--- src/rtl/spi_master_mc_if.sv ---
// Control-side bus of spi_master_mc: transfer request, per-transfer settings and RX result.
interface spi_master_mc_if #(
  parameter int unsigned DATA_WIDTH   = 16,
  parameter int unsigned NUM_CS       = 4,
  parameter int unsigned DIV_WIDTH    = 8,
  parameter int unsigned CS_SEL_WIDTH = (NUM_CS > 1) ? $clog2(NUM_CS) : 1,
  parameter int unsigned LEN_WIDTH    = $clog2(DATA_WIDTH + 1)
);
  logic                    start;
  logic                    cpol;
  logic                    cpha;
  logic [DIV_WIDTH-1:0]    clk_div;
  logic [LEN_WIDTH-1:0]    word_len;
  logic [CS_SEL_WIDTH-1:0] cs_sel;
  logic [DATA_WIDTH-1:0]   data_in;
  logic [DATA_WIDTH-1:0]   data_out;
  logic                    busy;
  logic                    new_data;

  modport master (
    output start, cpol, cpha, clk_div, word_len, cs_sel, data_in,
    input  data_out, busy, new_data
  );

  modport slave (
    input  start, cpol, cpha, clk_div, word_len, cs_sel, data_in,
    output data_out, busy, new_data
  );
endinterface

--- src/rtl/spi_master_mc.sv ---
// Multi-mode SPI master: runtime CPOL/CPHA, clock divider, word length and one-hot chip select.
module spi_master_mc #(
  parameter int unsigned DATA_WIDTH   = 16,
  parameter int unsigned NUM_CS       = 4,
  parameter int unsigned DIV_WIDTH    = 8,
  parameter int unsigned CS_SEL_WIDTH = (NUM_CS > 1) ? $clog2(NUM_CS) : 1,
  parameter int unsigned LEN_WIDTH    = $clog2(DATA_WIDTH + 1)
) (
  input  logic               clk,
  input  logic               rst,
  spi_master_mc_if.slave     bus,
  input  logic               miso,
  output logic               mosi,
  output logic               sck,
  output logic [NUM_CS-1:0]  cs_n
);

  typedef enum logic [1:0] {
    IDLE     = 2'd0,
    CS_SETUP = 2'd1,
    TRANSFER = 2'd2,
    CS_HOLD  = 2'd3
  } state_t;

  state_t                state_q, state_d;
  logic                  cpol_q, cpol_d;
  logic                  cpha_q, cpha_d;
  logic [DIV_WIDTH-1:0]  h_q, h_d;
  logic [LEN_WIDTH-1:0]  n_q, n_d;
  logic [DIV_WIDTH-1:0]  div_q, div_d;
  logic [LEN_WIDTH-1:0]  bit_q, bit_d;
  logic                  sck_q, sck_d;
  logic                  mosi_q, mosi_d;
  logic [NUM_CS-1:0]     cs_n_q, cs_n_d;
  logic [DATA_WIDTH-1:0] tx_q, tx_d;
  logic [DATA_WIDTH-1:0] rx_q, rx_d;
  logic [DATA_WIDTH-1:0] dout_q, dout_d;
  logic                  nd_q, nd_d;

  logic                  accept;
  logic [LEN_WIDTH-1:0]  n_eff;
  logic [DATA_WIDTH-1:0] tx_al;
  logic                  leading;
  logic                  last_edge;

  assign accept = bus.start && ({1'b0, bus.cs_sel} < (CS_SEL_WIDTH + 1)'(NUM_CS));
  assign n_eff  = (bus.word_len == '0 || bus.word_len > LEN_WIDTH'(DATA_WIDTH))
                  ? LEN_WIDTH'(DATA_WIDTH) : bus.word_len;
  // TX word is left-aligned so the current bit is always the MSB of the shifter.
  assign tx_al  = bus.data_in << (LEN_WIDTH'(DATA_WIDTH) - n_eff);

  always_comb begin
    state_d   = state_q;
    cpol_d    = cpol_q;
    cpha_d    = cpha_q;
    h_d       = h_q;
    n_d       = n_q;
    div_d     = div_q;
    bit_d     = bit_q;
    sck_d     = sck_q;
    mosi_d    = mosi_q;
    cs_n_d    = cs_n_q;
    tx_d      = tx_q;
    rx_d      = rx_q;
    dout_d    = dout_q;
    nd_d      = 1'b0;
    leading   = 1'b0;
    last_edge = 1'b0;

    case (state_q)
      IDLE: begin
        if (accept) begin
          state_d = CS_SETUP;
          cpol_d  = bus.cpol;
          cpha_d  = bus.cpha;
          h_d     = bus.clk_div;
          n_d     = n_eff;
          div_d   = '0;
          bit_d   = '0;
          sck_d   = bus.cpol;
          cs_n_d  = ~(NUM_CS'(1) << bus.cs_sel);
          rx_d    = '0;
          if (!bus.cpha) begin
            mosi_d = tx_al[DATA_WIDTH-1];
            tx_d   = tx_al << 1;
          end else begin
            tx_d   = tx_al;
          end
        end
      end

      CS_SETUP: begin
        if (div_q == h_q) begin
          state_d = TRANSFER;
          div_d   = '0;
        end else begin
          div_d = div_q + 1'b1;
        end
      end

      TRANSFER: begin
        if (div_q != h_q) begin
          div_d = div_q + 1'b1;
        end else begin
          div_d   = '0;
          sck_d   = ~sck_q;
          // A leading edge always moves sck away from its idle level.
          leading = (sck_q == cpol_q);
          if (leading) begin
            if (!cpha_q) begin
              rx_d  = {rx_q[DATA_WIDTH-2:0], miso};
              bit_d = bit_q + 1'b1;
            end else begin
              mosi_d = tx_q[DATA_WIDTH-1];
              tx_d   = tx_q << 1;
            end
          end else begin
            last_edge = cpha_q ? (bit_q == n_q - 1'b1) : (bit_q == n_q);
            if (cpha_q) begin
              rx_d  = {rx_q[DATA_WIDTH-2:0], miso};
              bit_d = bit_q + 1'b1;
            end else if (!last_edge) begin
              mosi_d = tx_q[DATA_WIDTH-1];
              tx_d   = tx_q << 1;
            end
            if (last_edge) begin
              state_d = CS_HOLD;
            end
          end
        end
      end

      CS_HOLD: begin
        if (div_q == h_q) begin
          state_d = IDLE;
          div_d   = '0;
          cs_n_d  = '1;
          dout_d  = rx_q;
          nd_d    = 1'b1;
        end else begin
          div_d = div_q + 1'b1;
        end
      end

      default: state_d = IDLE;
    endcase
  end

  always_ff @(posedge clk or negedge rst) begin
    if (!rst) begin
      state_q <= IDLE;
      cpol_q  <= 1'b0;
      cpha_q  <= 1'b0;
      h_q     <= '0;
      n_q     <= '0;
      div_q   <= '0;
      bit_q   <= '0;
      sck_q   <= 1'b0;
      mosi_q  <= 1'b0;
      cs_n_q  <= '1;
      tx_q    <= '0;
      rx_q    <= '0;
      dout_q  <= '0;
      nd_q    <= 1'b0;
    end else begin
      state_q <= state_d;
      cpol_q  <= cpol_d;
      cpha_q  <= cpha_d;
      h_q     <= h_d;
      n_q     <= n_d;
      div_q   <= div_d;
      bit_q   <= bit_d;
      sck_q   <= sck_d;
      mosi_q  <= mosi_d;
      cs_n_q  <= cs_n_d;
      tx_q    <= tx_d;
      rx_q    <= rx_d;
      dout_q  <= dout_d;
      nd_q    <= nd_d;
    end
  end

  assign sck          = sck_q;
  assign mosi         = mosi_q;
  assign cs_n         = cs_n_q;
  assign bus.data_out = dout_q;
  assign bus.busy     = (state_q != IDLE);
  assign bus.new_data = nd_q;

endmodule

--- src/flat_wrapper.sv ---
// flat-port wrapper written by rule: the top's interface ports become plain ports
module spi_master_mc_flat 
#(
  parameter int unsigned DATA_WIDTH   = 16,
  parameter int unsigned NUM_CS       = 4,
  parameter int unsigned DIV_WIDTH    = 8,
  parameter int unsigned CS_SEL_WIDTH = (NUM_CS > 1) ? $clog2(NUM_CS) : 1,
  parameter int unsigned LEN_WIDTH    = $clog2(DATA_WIDTH + 1)
)
  (clk, rst, miso, mosi, sck, cs_n, bus_start, bus_cpol, bus_cpha, bus_clk_div, bus_word_len, bus_cs_sel, bus_data_in, bus_data_out, bus_busy, bus_new_data);
  spi_master_mc_if #(.DATA_WIDTH(DATA_WIDTH), .NUM_CS(NUM_CS), .DIV_WIDTH(DIV_WIDTH), .CS_SEL_WIDTH(CS_SEL_WIDTH), .LEN_WIDTH(LEN_WIDTH)) bus_i ();
  input  logic clk;
  input  logic rst;
  input  logic miso;
  output logic mosi;
  output logic sck;
  output logic [NUM_CS-1:0] cs_n;
  input wire logic [$bits(bus_i.start)-1:0] bus_start;
  input wire logic [$bits(bus_i.cpol)-1:0] bus_cpol;
  input wire logic [$bits(bus_i.cpha)-1:0] bus_cpha;
  input wire logic [$bits(bus_i.clk_div)-1:0] bus_clk_div;
  input wire logic [$bits(bus_i.word_len)-1:0] bus_word_len;
  input wire logic [$bits(bus_i.cs_sel)-1:0] bus_cs_sel;
  input wire logic [$bits(bus_i.data_in)-1:0] bus_data_in;
  output wire logic [$bits(bus_i.data_out)-1:0] bus_data_out;
  output wire logic [$bits(bus_i.busy)-1:0] bus_busy;
  output wire logic [$bits(bus_i.new_data)-1:0] bus_new_data;
  assign bus_i.start = bus_start;
  assign bus_i.cpol = bus_cpol;
  assign bus_i.cpha = bus_cpha;
  assign bus_i.clk_div = bus_clk_div;
  assign bus_i.word_len = bus_word_len;
  assign bus_i.cs_sel = bus_cs_sel;
  assign bus_i.data_in = bus_data_in;
  assign bus_data_out = bus_i.data_out;
  assign bus_busy = bus_i.busy;
  assign bus_new_data = bus_i.new_data;
  spi_master_mc #(.DATA_WIDTH(DATA_WIDTH), .NUM_CS(NUM_CS), .DIV_WIDTH(DIV_WIDTH), .CS_SEL_WIDTH(CS_SEL_WIDTH), .LEN_WIDTH(LEN_WIDTH)) u_core (.clk(clk), .rst(rst), .bus(bus_i), .miso(miso), .mosi(mosi), .sck(sck), .cs_n(cs_n));
endmodule
--- config.mk ---
export PLATFORM = sky130hd
export DESIGN_NAME = spi_master_mc_flat
export DESIGN_NICKNAME = d
export VERILOG_FILES = /design/src/rtl/spi_master_mc_if.sv /design/src/rtl/spi_master_mc.sv /design/src/flat_wrapper.sv
export SDC_FILE = /design/constraint.sdc
export NUM_CORES = 1
export LEC_CHECK = 0
export ABC_CLOCK_PERIOD_IN_PS = 2700
export CAP_MARGIN = 20
export CORE_MARGIN = 3
export CORE_UTILIZATION = 35
export DETAILED_ROUTE_END_ITERATION = 6
export GPL_ROUTABILITY_DRIVEN = 1
export SLEW_MARGIN = 20
export SYNTH_ARGS = -nofsm -noshare
export SYNTH_HDL_FRONTEND = slang
export SYNTH_SLANG_ARGS = --single-unit
--- constraint.sdc ---
create_clock -name clk -period 2.7 [get_ports clk]
set_input_delay 0.54 -clock clk [delete_from_list [all_inputs] [get_ports clk]]
set_output_delay 0.54 -clock clk [all_outputs]
set_load 0.02 [all_outputs]
==> out/results.md <==
- outcome: finished with violations
- failing checks: negative setup slack
- clock buffer depth: 2
- main area contributors after synthesis: sky130_fd_sc_hd__dfrtp_1 38%, sky130_fd_sc_hd__mux2_2 6.6%, sky130_fd_sc_hd__mux2i_1 5.1%
- distinct cell type count after synthesis: 82
- total gr overflow: 0
- drt first-iter violations: 317
- number of storage elements in the synthesis netlist: 85
- sum of routed wire length over all layers: 12900 um
- pin count of the biggest net entering global routing: 51
- top-count cell post-synth: sky130_fd_sc_hd__dfrtp_1
- area growth from synthesis to layout: 34.5%
- floorplan die height: 129 um
- Clock Tree Root: sky130_fd_sc_hd__clkbuf_16
- # Max-Cap Violations: 0
- Synthesis Warnings: 0
- Placement Rows: 44
- cell-by-cell trace of the critical path: buf_6 -> nor3_4 -> nand2b_4 -> ha_4 -> nor2b_4 -> inv_8 -> ha_4 -> buf_6 -> mux2i_2 -> buf_4 -> mux4_2 -> mux2_4 -> a2bb2oi_2 -> a31oi_1
- via count of the first global-routing pass: 4310
- unrepaired setup endpoints after global routing: true
- final max-slew violation count: 0
- number of antenna-violating nets in the routed design: 0
- WL/cell: 15.9 um
- CTS tree: built
- setup violation total in the final timing report: 13
- required time at the worst-slack endpoint: 2.96 ns
- crit path capture type: flip-flop
- leakage power total: 3.02 nW
- arrival time of the worst setup path: 3.15 ns
- vias after detailed routing: 4345
- area of the die: 16600 um^2
- Primary FF master, synth: sky130_fd_sc_hd__dfrtp_1
- Achievable Freq: 346 MHz
- post-route cell area: 7100 um^2
- net switching power: 0.00213 W
- fraction of final layout cells sized beyond drive strength 1: 30.4%
- n_diodes: 0
- First-pass DRT Iterations: 5
- All-Layer GR Usage: 16.0%
- wire length of the first global-routing pass: 21600 um
- hold crit path type: primary input to async pin
- proportion of power drawn by combinational gates: 46.0%
- CTS H-Tree Depth: 3
- startpoint types: primary input
- CP top delay family: multiplexers
- CP bufs+invs: 4
- Int Pwr: 0.00343 W
- Syn Inst Count: 513
- number of port buffers: 60
- clock input transition at the sequential cells of the worst setup and hold paths: 0.06 ns
- share of total power in the clock network: 20.2%
- Layout fillers: 1372
- Chip Width: 129 um
- Slew @ Worst Pin: 0.564 ns
- post-synthesis instance area: 5280 um^2
- Async SR Flop Fraction: 100%
- Seq pwr share: 33.8%
- Total Nets Final: 672
- # clock sinks: 85
- Synthesized Nets: 560
- Placeable Area: 14600 um^2
- average cell area after synthesis: 10.3 um^2
- Final Worst Setup Slack: -0.191 ns
- final weighted congestion in routability-driven placement: 0.872
- cell with the largest stage delay on the worst path: sky130_fd_sc_hd__mux4_2
- vias per std cell: 5.35
- Yosys top cell by area: sky130_fd_sc_hd__dfrtp_1
- time the worst path needs with I/O delays and setup: 2.89 ns
- most common library cells after synthesis: 81 x sky130_fd_sc_hd__dfrtp_1, 67 x sky130_fd_sc_hd__nand2_1, 34 x sky130_fd_sc_hd__o21ai_0
- worst supply voltage drop on vdd: 0.372 mV
- crit-path max FO: 6
- area of combinational cells with multiple inputs: 3260 um^2
- share of the clock period used by the worst path: 107%
- DP HPWL: 9500 um
- maximum single-stage delay on the critical path: 0.49 ns
- top-level port count: 61
- number of enable flip-flop cells after synthesis: 0
- DRC Markers: 0
- critical path class: primary input to flip-flop
- total power per unit cell area: 784 nW/um^2
- Slew Limit Headroom: 62.4%
- CTS Hold Bufs: 0
- Reg area: 2130 um^2
- Final Hold Violating Endpoints: 0
- post-route clock skew: 0.00878 ns
- starting density of the core: 36.0%
- insertion delay of the later-clocked pin in the worst-skew pair: 0.34 ns
- placed instance area: 6500 um^2
- worst-case setup slack after placement: -1.10 ns
- proportion of netlist area held by the largest area contributor: 38.4%
- Seq/Total Area, Yosys: 40.4%
- initial antenna violation count: 0
- Switching Share: 38.3%
- CTS buffer count: 9
worst paths after layout:
kind / from / endpoint / slack (ns) / cells after the start
min: rst / u_core.h_q[0]$_DFFE_PN0P_ / 0.20 / 1
max: bus_word_len[0] / u_core.tx_q[15]$_DFFE_PN0P_ / -0.19 / 14
min in group clk: u_core.rx_q[15]$_DFFE_PN0P_ / u_core.rx_q[15]$_DFFE_PN0P_ / 0.49 / 2
max reg2reg: u_core.n_q[0]$_DFFE_PN0P_ / u_core.state_q[1]$_DFFE_PN0P_ / 0.21 / 8
min reg2reg: u_core.rx_q[15]$_DFFE_PN0P_ / u_core.rx_q[15]$_DFFE_PN0P_ / 0.49 / 2
max in group asynchronous: rst / u_core.div_q[7]$_DFFE_PN0N_ / 1.88 / 2
worst reg2reg max path, cell delays in order, from the launching register on:
cell,delay [ns]
sky130_fd_sc_hd__dfrtp_1,0.43
sky130_fd_sc_hd__inv_1,0.08
sky130_fd_sc_hd__ha_1,0.19
sky130_fd_sc_hd__nor4bb_2,0.35
sky130_fd_sc_hd__xnor2_1,0.16
sky130_fd_sc_hd__nand4b_1,0.22
sky130_fd_sc_hd__or3_1,0.42
sky130_fd_sc_hd__a21oi_2,0.19
sky130_fd_sc_hd__mux2_1,0.33
layout make-up:
cell class	instances	share of cell area [%]
clock buffer	10	3.37
clock inverter	4	0.370
inverter	16	0.952
multi-input combinational	387	45.9
sequential	85	30.0
tap	184	3.24
timing repair buffer	126	16.1
power by group through the flow:
stage	Combinational, W	Sequential, W	Clock (W)
after floorplan	0.00166	0.00185	0
after global placement	0.00235	0.00188	0
after detailed placement	0.00241	0.00190	0
after CTS	0.00249	0.00188	0.00115
after global routing	0.00281	0.00193	0.00120
final	0.00256	0.00188	0.00112
cell usage in the layout, fill, tap and decap left out, types with 5 or more instances in the layout:
cell type and count:
sky130_fd_sc_hd__clkdlybuf4s50_1 54, sky130_fd_sc_hd__a2bb2oi_1 5, sky130_fd_sc_hd__o31ai_1 7, sky130_fd_sc_hd__ha_1 7
sky130_fd_sc_hd__clkbuf_16 9, sky130_fd_sc_hd__o21ai_1 8, sky130_fd_sc_hd__o22ai_1 5, sky130_fd_sc_hd__nand3_1 21
sky130_fd_sc_hd__o21ai_0 33, sky130_fd_sc_hd__mux2i_2 5, sky130_fd_sc_hd__nor3_1 6, sky130_fd_sc_hd__nand2b_1 9
sky130_fd_sc_hd__buf_6 7, sky130_fd_sc_hd__mux2_1 6, sky130_fd_sc_hd__dfrtp_1 81, sky130_fd_sc_hd__mux2i_1 19
sky130_fd_sc_hd__nor2_1 15, sky130_fd_sc_hd__mux4_2 8, sky130_fd_sc_hd__xnor2_1 15, sky130_fd_sc_hd__a21oi_1 7
sky130_fd_sc_hd__a22o_1 8, sky130_fd_sc_hd__buf_4 59, sky130_fd_sc_hd__inv_1 14, sky130_fd_sc_hd__mux2_2 28
sky130_fd_sc_hd__nand2_1 66
state kept, by name (all words and copies together) (netlist names):
signal / flops
u_core.cpha_q: 1
u_core.div_q: 8
u_core.mosi: 1
u_core.bus.data_out: 16
u_core.cs_n: 4
u_core.h_q: 8
u_core.n_q: 5
u_core.cpol_q: 1
u_core.rx_q: 16
u_core.state_q: 2
u_core.bit_q: 5
u_core.tx_q: 16
u_core.sck: 1
u_core.bus.new_data: 1
repair_timing:
item | CTS | global route
resized for setup | 49 | 19
pin swaps | 15 | 7
buffers inserted | 5 | 6
setup endpoints to repair | 17 | 17
layer usage:
metal | part of all wire, % | wire length, um | up-vias | track usage, %
met5 | 0 | 0 | - | 0
met4 | 1.2 | 155 | 0 | 4.76
met3 | 4.4 | 569 | 14 | 2.66
met2 | 46 | 6010 | 126 | 25.0
met1 | 48 | 6190 | 2098 | 22.8
li1 | - | - | 2107 | -
cell families after synthesis:
logic type / share of synthesized area (%)
compound gates: 16.3
fa+ha+maj: 2.37
xor+xnor: 4.08
flops: 40.4
buf+inv: 4.03
simple gates: 15.8
mux: 17.1
per-stage QoR:
step	hold slack, ns	setup TNS [ns]	cells	util (%)	total power, W
after global routing	0.229	-2.73	812	48.5	0.00594
final	0.203	-1.25	812	48.5	0.00556
after detailed placement	0.481	-15.57	787	44.4	0.00431
after floorplan	0.244	-6.70	513	-	0.00351
after global placement	0.465	-14.23	787	44.4	0.00423
after CTS	0.212	-0.900	806	47.4	0.00552
Note: power is estimated with default switching activity, not from simulation.
